==> src/rtl/param_table_streamer.sv <==
`default_nettype none
// ============================================================================
// Module   : param_table_streamer
// Purpose  : Streams a constant 3-D table P[i][j][k] in row-major order over a
//            valid/ready port, one full walk per start request.
// Option   : define PARAM_TABLE_STREAMER_CHECKSUM_EN to add a running checksum.
// Revision : 1.0 - initial release
// ============================================================================
module param_table_streamer #(
    parameter int NI = 2,
    parameter int NJ = 3,
    parameter int NK = 4,
    // Default contents assume the default NI/NJ/NK; override P with the sizes.
    parameter int P [NI-1:0][NJ-1:0][NK-1:0] = '{
        '{ '{123, 122, 121, 120}, '{113, 112, 111, 110}, '{103, 102, 101, 100} },
        '{ '{ 23,  22,  21,  20}, '{ 13,  12,  11,  10}, '{  3,   2,   1,   0} }
    }
) (
    input  logic                                  clk,
    input  logic                                  rst,
    input  logic                                  start,
    output logic                                  out_valid,
    input  logic                                  out_ready,
    output logic signed [31:0]                    out_data,
    output logic [((NI > 1) ? $clog2(NI) : 1)-1:0] out_i,
    output logic [((NJ > 1) ? $clog2(NJ) : 1)-1:0] out_j,
    output logic [((NK > 1) ? $clog2(NK) : 1)-1:0] out_k,
    output logic                                  out_last,
    output logic                                  busy,
    output logic                                  done
`ifdef PARAM_TABLE_STREAMER_CHECKSUM_EN
    , output logic [31:0]                         checksum
`endif
);

    localparam int c_IW = (NI > 1) ? $clog2(NI) : 1;
    localparam int c_JW = (NJ > 1) ? $clog2(NJ) : 1;
    localparam int c_KW = (NK > 1) ? $clog2(NK) : 1;

    localparam logic [c_IW-1:0] c_I_MAX = c_IW'(NI - 1);
    localparam logic [c_JW-1:0] c_J_MAX = c_JW'(NJ - 1);
    localparam logic [c_KW-1:0] c_K_MAX = c_KW'(NK - 1);

    localparam logic [1:0] c_S_IDLE = 2'd0;
    localparam logic [1:0] c_S_RUN  = 2'd1;
    localparam logic [1:0] c_S_DONE = 2'd2;

    logic [1:0]         r_state;
    logic [c_IW-1:0]    r_i;
    logic [c_JW-1:0]    r_j;
    logic [c_KW-1:0]    r_k;
    logic signed [31:0] r_data;
    logic               r_last;

    logic [1:0]         w_state_nxt;
    logic [c_IW-1:0]    w_i_nxt;
    logic [c_JW-1:0]    w_j_nxt;
    logic [c_KW-1:0]    w_k_nxt;
    logic signed [31:0] w_data_nxt;
    logic               w_last_nxt;
    logic               w_load;
    logic               w_beat;

    assign w_beat = (r_state == c_S_RUN) && out_ready;

    always_ff @(posedge clk) begin
        if (rst) begin
            r_state <= c_S_IDLE;
            r_i     <= '0;
            r_j     <= '0;
            r_k     <= '0;
            r_data  <= '0;
            r_last  <= 1'b0;
        end else begin
            r_state <= w_state_nxt;
            r_i     <= w_i_nxt;
            r_j     <= w_j_nxt;
            r_k     <= w_k_nxt;
            r_data  <= w_data_nxt;
            r_last  <= w_last_nxt;
        end
    end

    always_comb begin
        w_state_nxt = r_state;
        w_i_nxt     = r_i;
        w_j_nxt     = r_j;
        w_k_nxt     = r_k;
        w_load      = 1'b0;

        case (r_state)
            c_S_IDLE: begin
                if (start) begin
                    w_state_nxt = c_S_RUN;
                    w_i_nxt     = '0;
                    w_j_nxt     = '0;
                    w_k_nxt     = '0;
                    w_load      = 1'b1;
                end
            end
            c_S_RUN: begin
                if (w_beat) begin
                    if (r_last) begin
                        w_state_nxt = c_S_DONE;
                    end else begin
                        w_load = 1'b1;
                        if (r_k == c_K_MAX) begin
                            w_k_nxt = '0;
                            if (r_j == c_J_MAX) begin
                                w_j_nxt = '0;
                                w_i_nxt = r_i + 1'b1;
                            end else begin
                                w_j_nxt = r_j + 1'b1;
                            end
                        end else begin
                            w_k_nxt = r_k + 1'b1;
                        end
                    end
                end
            end
            c_S_DONE: w_state_nxt = c_S_IDLE;
            default:  w_state_nxt = c_S_IDLE;
        endcase

        // Table lookup uses the next indices so out_data is purely registered.
        w_data_nxt = r_data;
        w_last_nxt = r_last;
        if (w_load) begin
            w_data_nxt = P[w_i_nxt][w_j_nxt][w_k_nxt];
            w_last_nxt = (w_i_nxt == c_I_MAX) && (w_j_nxt == c_J_MAX) && (w_k_nxt == c_K_MAX);
        end
    end

    assign out_valid = (r_state == c_S_RUN);
    assign busy      = (r_state == c_S_RUN);
    assign done      = (r_state == c_S_DONE);
    assign out_data  = r_data;
    assign out_i     = r_i;
    assign out_j     = r_j;
    assign out_k     = r_k;
    assign out_last  = r_last && out_valid;

`ifdef PARAM_TABLE_STREAMER_CHECKSUM_EN
    logic [31:0] r_checksum;

    always_ff @(posedge clk) begin
        if (rst) begin
            r_checksum <= '0;
        end else if ((r_state == c_S_IDLE) && start) begin
            r_checksum <= '0;
        end else if (w_beat) begin
            r_checksum <= r_checksum + $unsigned(r_data);
        end
    end

    assign checksum = r_checksum;
`endif

endmodule
`default_nettype wire

==> config.mk <==
export PLATFORM = sky130hd
export DESIGN_NAME = param_table_streamer
export DESIGN_NICKNAME = d
export VERILOG_FILES = /design/src/rtl/param_table_streamer.sv
export SDC_FILE = /design/constraint.sdc
export NUM_CORES = 1
export LEC_CHECK = 0
export ABC_AREA = 0
export BUFFER_PORTS_ARGS = -buffer_cell sky130_fd_sc_hd__buf_2
export CAP_MARGIN = 20
export CORE_MARGIN = 4
export CORE_UTILIZATION = 46
export DETAILED_ROUTE_END_ITERATION = 8
export PLACE_DENSITY = 0.76
export SETUP_SLACK_MARGIN = 0.3
export SYNTH_ARGS = -nofsm -noshare
export SYNTH_HDL_FRONTEND = slang
export SYNTH_SLANG_ARGS = --single-unit
==> constraint.sdc <==
create_clock -name clk -period 2.7 [get_ports clk]
set_input_delay 0 -clock clk [delete_from_list [all_inputs] [get_ports clk]]
set_output_delay 0 -clock clk [all_outputs]
set_load 0.005 [all_outputs]
## Yosys cells after proc, flatten, opt, wreduce, memory -nomap -nowiden

Index checks and enable logic that the tools add are counted.

| storage, ports and cells | value |
|---|---|
| output and inout port bits | 41 |
| register bits | 40 |

| cells by class | value |
|---|---|
| $lt $le $gt $ge | 3 |
| multiplexer cells | 31 |
| add/subtract/negate cells | 3 |
| equality and inequality tests | 9 |
| reduce and logical (&&, ||, !) cells | 6 |

Operators by type and width:

| kind | count |
|---|---|
| 2-to-1 mux 384 bit | 1 |
| 2-to-1 mux 359 bit | 1 |
| binary-select mux 128 bit (select 2 bit) | 1 |
| 2-to-1 mux 128 bit | 1 |
| binary-select mux 32 bit (select 2 bit) | 1 |
| 2-to-1 mux 32 bit | 1 |
| 2-to-1 mux 2 bit | 12 |
| case mux 2 bit (2 select lines) | 3 |
| == test 2 bit, second input constant | 5 |
| 2-to-1 mux 1 bit | 8 |
| < comparator 2 x 3 -> 1 bit, second input constant | 2 |
| adder 2 x 1 -> 2 bit, second input constant | 2 |
| logical AND 1 bit | 4 |
| != test 2 x 1 -> 1 bit, second input constant | 2 |
| case mux 1 bit (2 select lines) | 2 |
| AND reduction 3 bit | 1 |
| == test 2 x 1 -> 1 bit, second input constant | 1 |
| zero test 2 bit | 1 |
| < comparator 1 x 2 -> 1 bit, second input constant | 1 |
| != test 2 bit, second input constant | 1 |
| adder 1 bit, second input constant | 1 |

## Logic depth before layout (Yosys ltp)

Gate-level depths: netlist of run 1.

| logic depth | value |
|---|---|
| depth after elaboration | 12 |
| mapped depth | 9 |

## Worst setup path before layout of run 1

OpenSTA, ideal clock, no wires.

| path | value |
|---|---|
| path kind | register to register |
| start point | register r_state[1] |
| end point | register r_data[4], in the netlist out_data[4] |
| arrival time | 1.777 ns |
| slack | 0.837 ns |
| cell stages (with the launch flop) | 9 |
| buffers on the path | 0 |
| cell sequence | dfxtp_1 -> and4bb_1 -> nand4b_1 -> mux2_4 -> inv_2 -> ha_1 -> nand2_1 -> mux2_2 -> a211oi_1 |

| between the ends | value |
|---|---|
| word-level cells in the longest chain between the ends | 10 |
| elaborated cells between the ends (all ways) | 17 |
| classes of those cells | 1 x eq/ne; 14 x mux; 2 x reduce/logical |

RTL lines:

| element | line | text |
|---|---|---|
| start, declared | 48 | `logic [1:0] r_state;` |
| start signal, assigned | 68 | `r_state <= c_S_IDLE;` |
| start signal, assigned | 75 | `r_state <= w_state_nxt;` |
| == test 2 x 1 -> 1 bit | 64, 91 |  |
| logical AND 1 bit | 64 | `assign w_beat = (r_state == c_S_RUN) && out_ready;` |
| 2-to-1 mux 1 bit | 102 | `if (w_beat) begin` |
| case mux 1 bit (2 select lines) * | 91 | `case (r_state)` |
| net w_i_nxt | 56 | `logic [c_IW-1:0] w_i_nxt;` |
| 2-to-1 mux 359 bit (implied by the code) * | 129 | `w_data_nxt = P[w_i_nxt][w_j_nxt][w_k_nxt];` |
| 2-to-1 mux 384 bit (implied by the code) * | 129 |  |
| binary-select mux 128 bit (select 2 bit) * | 129 |  |
| 2-to-1 mux 128 bit (implied by the code) * | 129 |  |
| binary-select mux 32 bit (select 2 bit) * | 129 |  |
| 2-to-1 mux 32 bit (implied by the code) * | 129 |  |
| end signal, assigned | 79 | `r_data <= w_data_nxt;` |
| end, declared | 52 | `logic signed [31:0] r_data;` |

The timed path passes the listed nets; every way through them passes the cells marked *. The select of a mux whose other input is x is not followed.
A chain may end at the register's enable or synchronous reset.

## Worst setup path after layout of run 1

Same ends and word-level chain as after synthesis.

==> results of run 1 <==
logic make-up (layout without fill, tap and decap cells):
kind of cell | after synthesis | count (layout)
fa+ha+maj | 5 | 5
simple gates | 46 | 46
other cells | 1 | 25
flops | 14 | 14
mux | 3 | 3
buf+inv | 32 | 26
compound gates | 18 | 18
where the power goes:
group / switching (mW) / internal (mW)
sequential: 0.00503 / 0.214
combinational: 0.0367 / 0.0187
clock: 0.0688 / 0.0821
total: 0.111 / 0.315
per-layer routing:
metal / wire length [µm] / global-route usage
met3: 161 / 0.0249
met2: 970 / 0.266
met1: 770 / 0.156
met4: 30 / 0.0871
met5: 0 / 0
worst min path at each step:
stage                     cells past startpoint           to
final                                         2   r_state[1]
after global routing                          2   r_state[1]
after CTS                                     2   r_state[1]
after detailed placement                      2   r_state[1]
after global placement                        2   r_state[1]
after floorplan                               1  out_data[2]
synthesized netlist by cell type (2+ instances only):
cell type,count
clkbuf_1,2
o211ai_1,2
nor2b_1,3
buf_4,27
a21oi_1,7
nor2_1,9
a211oi_1,2
nand4b_1,2
nand2_1,12
nand3_1,3
nand2b_1,2
and2_1,4
ha_1,5
a311oi_1,2
dfxtp_1,14
a21o_1,2
inv_2,2
metrics by stage:
stage          hold slack [ns]  area, µm²
2_1_floorplan           0.0721       1070
3_3_place_gp             0.283        986
3_5_place_dp             0.305        986
4_1_cts                0.00613       1020
5_1_grt                 0.0144       1020
6_report               0.00981       1020
layout by cell type (no fill, tap or decap), drive strengths merged, types with 2 or more instances in the layout:
cell type and count:
conb 25, buf 19, dfxtp 14, nand2 12
nor2 9, a21oi 7, ha 5, and2 4
clkbuf 4, nor2b 3, nand3 3, inv 3
nand4b 2, nand2b 2, a21o 2, a211oi 2
o211ai 2, a311oi 2, mux2 2, o21ai 2
flip-flops by register name (all words and copies together), names as in the netlist:
name and count:
out_data 6, out_i 1, out_j 2, out_k 2, r_last 1, r_state 2
critical path: cells and delay by family (launching register included):
| kind | cells | cell delay, ns |
|---|---|---|
| buffers and inverters | 1 | 0.08 |
| AOI/OAI and AO/OA | 1 | 0.22 |
| muxes | 2 | 0.63 |
| adders and majority gates | 1 | 0.14 |
| DFF | 1 | 0.36 |
| and+or+nand+nor | 3 | 0.58 |
area by class of cell:
| type | instances | area share |
|---|---|---|
| clock buffer | 4 | 0.0355 |
| multi-input combinational | 97 | 0.553 |
| tap | 27 | 0.0330 |
| timing repair buffer | 19 | 0.0930 |
| sequential | 14 | 0.274 |
| inverter | 3 | 0.0110 |
==> results by group, run 1 <==
Die
  • Die ar.: just under 3000 µm²
  • Die Ht: 54.1 µm
  • CORE AREA: 1980 µm²
  • Chip Width: about 54 µm
  • Std-Cell Rows: 16
  • Ports: between 40 and 50
  • Initial core utilization: 0.493

Finish
  • Final net count: 147
  • Layout cell share with drive strength beyond 1: 0.212
  • Area Growth Syn to Fin: 4.61%
  • Antenna cell count: 0
  • Finished Layout Cells: 164
  • Register area: about 280 µm²
  • Final core utilization: 0.516
  • Fillers: 208
  • Area taken by multi-input logic gates: 566 µm²

Clocking
  • Count of hold-fix buffers inserted at cts: 0
  • Setup bufs post-CTS: 0
  • Clock buffer count from CTS: 3
  • TritonCTS clock tree: done
  • Clock sink count: 14
  • Post-cts resize count: 0
  • Worst-Skew Late Latency: between 0.2 and 0.3 ns
  • Clock transition at the registers of the reported paths: ~0.09 ns
  • Clock buffer depth: 2
  • # H-tree levels: 1
  • Clock tree root buffer cell: clkbuf_4

Routing
  • Drt via density: 4.88
  • Wirelength per Cell: 11.8 µm
  • ANT nets after route: 0
  • First DRT Iteration DRCs: 13
  • Routed vias: 800
  • Detailed Route WL: 1930 µm
  • Drt drc: 0
  • DR pass1 iterations: 4

Worst setup path
  • Crit-path max FO: 7
  • Crit. Startpoint: r_state[1]
  • Required @ worst endpoint: 2.90 ns
  • Reg2reg end: out_data[4]
  • CP peak stage delay: 0.37 ns
  • Setup crit start kind: flip-flop
  • CP arrival: roughly 2.3 ns
  • R2R Path Start: r_state[1]
  • Worst setup endpoint: out_data[4]
  • Crit path cell chain: and4bb_1, nand4b_1, mux2_4, inv_2, ha_1, nand2_1, mux2_2, a211oi_1
  • Worst R2R Path Depth: 8
  • Critical path type: reg2reg
  • Reg2Reg Setup Slack: 0.61 ns
  • CP Capture Type: flip-flop
  • Slowest cell on the critical path: and4bb_1

Global route
  • GRT Util Overall: 0.147
  • Largest net degree at the start of global routing: 17
  • Total global routing overflow: 0
  • Number of global-route vias before repair: about 700
  • Global-route wire length before repair: 3050 µm
  • Antenna violations before repair: 0

Synth
  • Synth Area in Compound Gates: 0.119
  • Prevailing post-synth register cell: dfxtp_1
  • Synth Area in Simple Gates: 0.259
  • Synthesized area per cell: 8.21 µm²
  • Synth area leader: dfxtp_1
  • Syn Inst Count: 119
  • Yosys cell types: 36
  • Cell Area, Synth: 977 µm²
  • Synth Area in XOR/XNOR: 0
  • Number of synthesized register bits: 14
  • Area share of fa/ha/maj cells after synthesis: 0.0640
  • Area contributors post-synth: dfxtp_1, buf_4, ha_1
  • Top cell type's share of synthesized area: 0.287
  • Mux contribution to synthesized area: 0.0410
  • Main combinational cell family by area after synthesis: simple AND/OR/NAND/NOR gates
  • Seq/Total Area, Yosys: 0.287
  • EDFF count, synth: 0
  • YS warnings: 0
  • Post-synthesis async set-or-reset flop share: 0

STA
  • Final setup fails: 0
  • Max Slew Vio Count: 0
  • Max Fclk: approximately 480 MHz
  • Final worst path period share: 0.773
  • Tmin final: 2.09 ns
  • Final setup margin: 0.612 ns
  • Setup TNS: 0 ns
  • Final Hold Viols: 0
  • Final Skew: 0.00397 ns
  • RSZ-0062 raised after global routing: false

Placed design
  • Pre-CTS WS: 0.651 ns
  • GPL Wtd Cong: 0.852
  • IO buf count: 19
  • Placed cell count: 160
  • Post-DP HPWL: roughly 1500 µm

Pwr
  • Power Dens Cells: ~420 nW/µm²
  • Maximum VDD drop: between 0.00015 and 0.0002 V
  • Leak: 0.506 nW
  • Total power: 0.426 mW

Hold path
  • Worst hold start: out_ready
  • Class of the most critical hold timing path: in2reg

Outcome
  • Status: finished, final reports clean

Run
  • Max cap viols: 0
(Power assumes the default switching activity.)
==> run 2, diff against run 1 <==
CORE_UTILIZATION = 41   (was 46)
PLACE_DENSITY = 0.71   (was 0.76)
clock period = 1.9 ns   (was 2.7 ns; I/O delays follow)
==> results by group, run 2 (same netlist as run 1, synthesis figures left out) <==
Pwr
  • Leak: 0.612 nW
  • Maximum VDD drop: 0.000252 V
  • Power Dens Cells: 518 nW/µm²

STA
  • RSZ-0062 raised after global routing: true
  • Tmin final: 1.95 ns
  • Max Slew Vio Count: 0
  • Max Fclk: 512 MHz
  • Final Hold Viols: 0
  • Fin Hold WS: 0.0267 ns
  • Final worst path period share: 1.03
  • Final setup margin: -0.0549 ns
  • Final setup fails: 1
  • Final Skew: 0.00696 ns

Hold path
  • Worst hold stages: 4
  • Hold Path End: r_state[0]
  • Worst hold start: out_ready
  • Class of the most critical hold timing path: in2reg

Run
  • Max cap viols: 0

Worst setup path
  • Worst R2R Path Depth: 8
  • Reg2reg end: out_data[4]
  • CP Capture Type: flip-flop
  • Setup crit start kind: flip-flop
  • CP top delay family: multiplexers
  • Crit path buf inv count: 1
  • Reg2Reg Setup Slack: -0.05 ns
  • Critical path type: reg2reg
  • Required @ worst endpoint: 2.12 ns
  • Crit path cell chain: and4bb_2, nand4b_1, mux2_4, inv_2, ha_2, nand2_1, mux2_4, a211oi_2
  • CP arrival: 2.17 ns
  • CP most frequent cell: mux2_4
  • Stages on worst setup path: 8
  • Crit-path max FO: 5
  • R2R Path Start: r_last
  • Slowest cell on the critical path: mux2_4
  • CP peak stage delay: 0.36 ns

Global route
  • Global-route wire length before repair: 3840 µm
  • GRT Util Overall: 0.154
  • Antenna violations before repair: 0
  • Number of global-route vias before repair: 868
  • Total global routing overflow: 0
  • Largest net degree at the start of global routing: 17

Clocking
  • Worst-Skew Late Latency: 0.30 ns
  • Clock sink count: 14
  • TritonCTS clock tree: done
  • Clock tree root buffer cell: clkbuf_4
  • # H-tree levels: 1
  • Clock buffer count from CTS: 3
  • Clock transition at the registers of the reported paths: 0.09 ns
  • Clock buffer depth: 2

Finish
  • Area Growth Syn to Fin: 28.7%
  • Commonest non-fill, non-tap cell in the layout: conb_1
  • Fin area: 1260 µm²
  • Antenna cell count: 0
  • Final net count: 165
  • Layout cell share with drive strength beyond 1: 0.400
  • Commonest cells after routing, fill and taps aside: conb_1, buf_2, buf_4
  • Fillers: 206
  • Largest register FFs: 6

Routing
  • Detailed Route WL: 2450 µm
  • Routed vias: 883
  • First DRT Iteration DRCs: 11
  • DR pass1 iterations: 4
  • Drt via density: between 4 and 5
  • ANT nets after route: 0
  • Wirelength per Cell: between 10 and 15 µm
  • Drt drc: 0

Placed design
  • GPL Wtd Cong: 0.816
  • Post-DP HPWL: 1710 µm
  • Pre-CTS WS: -0.0914 ns
  • IO buf count: 19
  • Placed cell areas: between 1000 and 1500 µm²

Die
  • Std-Cell Rows: 17
  • Chip Width: approximately 57 µm
  • Initial core utilization: 0.438
  • Die ar.: 3230 µm²
  • Ports: 45
  • CORE AREA: between 2000 and 2500 µm²
  • Die Ht: 56.8 µm

Outcome
  • Status: complete, but fails checks
  • Failing checks: negative setup slack
-- run 2: cell count changes in the layout (fill, tap and decap cells not counted), moves of 2 or more --
cell     delta
ha_4        +3
buf_4      +14
buf_6       +3
dfxtp_1     -3
ha_1        -4
nand2_1     -2
nand2_2     +2
dfxtp_2     +3
-- run 2: how the worst max path moves through the flow --
stage                     startpoint          end  slack [ns]
after floorplan               r_last  out_data[4]        0.09
after global placement    r_state[0]  out_data[2]        0.03
after detailed placement  r_state[0]  out_data[4]       -0.09
after CTS                 r_state[1]  out_data[4]       -0.02
after global routing      r_state[1]  out_data[2]       -0.11
final                         r_last  out_data[4]       -0.05
-- run 2: final cells by class --
type                    count  area (µm²)  share of cell area
repair buffers             37         244               0.194
multi-input cells          97         647               0.514
clock buffers               4        36.3              0.0289
inverters                   3        11.3             0.00896
flip-flops and latches     14         284               0.226
well taps                  28        35.0              0.0279
-- run 2: routing by layer --
metal / track usage / vias up / routed length, µm
met1: 0.168 / 417 / 992
met2: 0.272 / 31 / 1250
met5: 0 / - / 0
li1: - / 430 / -
met3: 0.0276 / 5 / 149
met4: 0.0927 / 0 / 51
-- run 2: repair_timing --
| item | 4_1_cts | 5_1_grt |
|---|---|---|
| setup buffers | 5 | 2 |
| hold buffers | 1 | 0 |
| pin swaps | 6 | 5 |
| endpoints found under the hold margin | 1 | 0 |
| resized for setup | 13 | 6 |
| endpoints found under the setup margin | 8 | 9 |
-- run 2: worst min-delay path, delay by kind of cell --
kind / cells / cell delay, ns
compound gates: 1 / 0.06
buf+inv: 1 / 0.11
simple gates: 2 / 0.11
-- run 2: power breakdown --
part | total, mW | switching (mW) | internal [mW] | leakage (nW)
Sequential | 0.313 | 0.00766 | 0.305 | 0.115
Clock | 0.225 | 0.108 | 0.117 | 0.0210
Combinational | 0.114 | 0.0641 | 0.0499 | 0.476
Total | 0.652 | 0.180 | 0.472 | 0.612
-- run 2: metrics by stage --
stage          power [mW]   util  setup TNS (ns)  std cells
3_5_place_dp        0.410  0.485          -0.184        171
2_1_floorplan       0.410      -               0        143
6_report            0.652  0.563         -0.0549        183
3_3_place_gp        0.408  0.485               0        171
5_1_grt             0.682  0.563          -0.289        183
4_1_cts             0.644  0.543         -0.0174        181
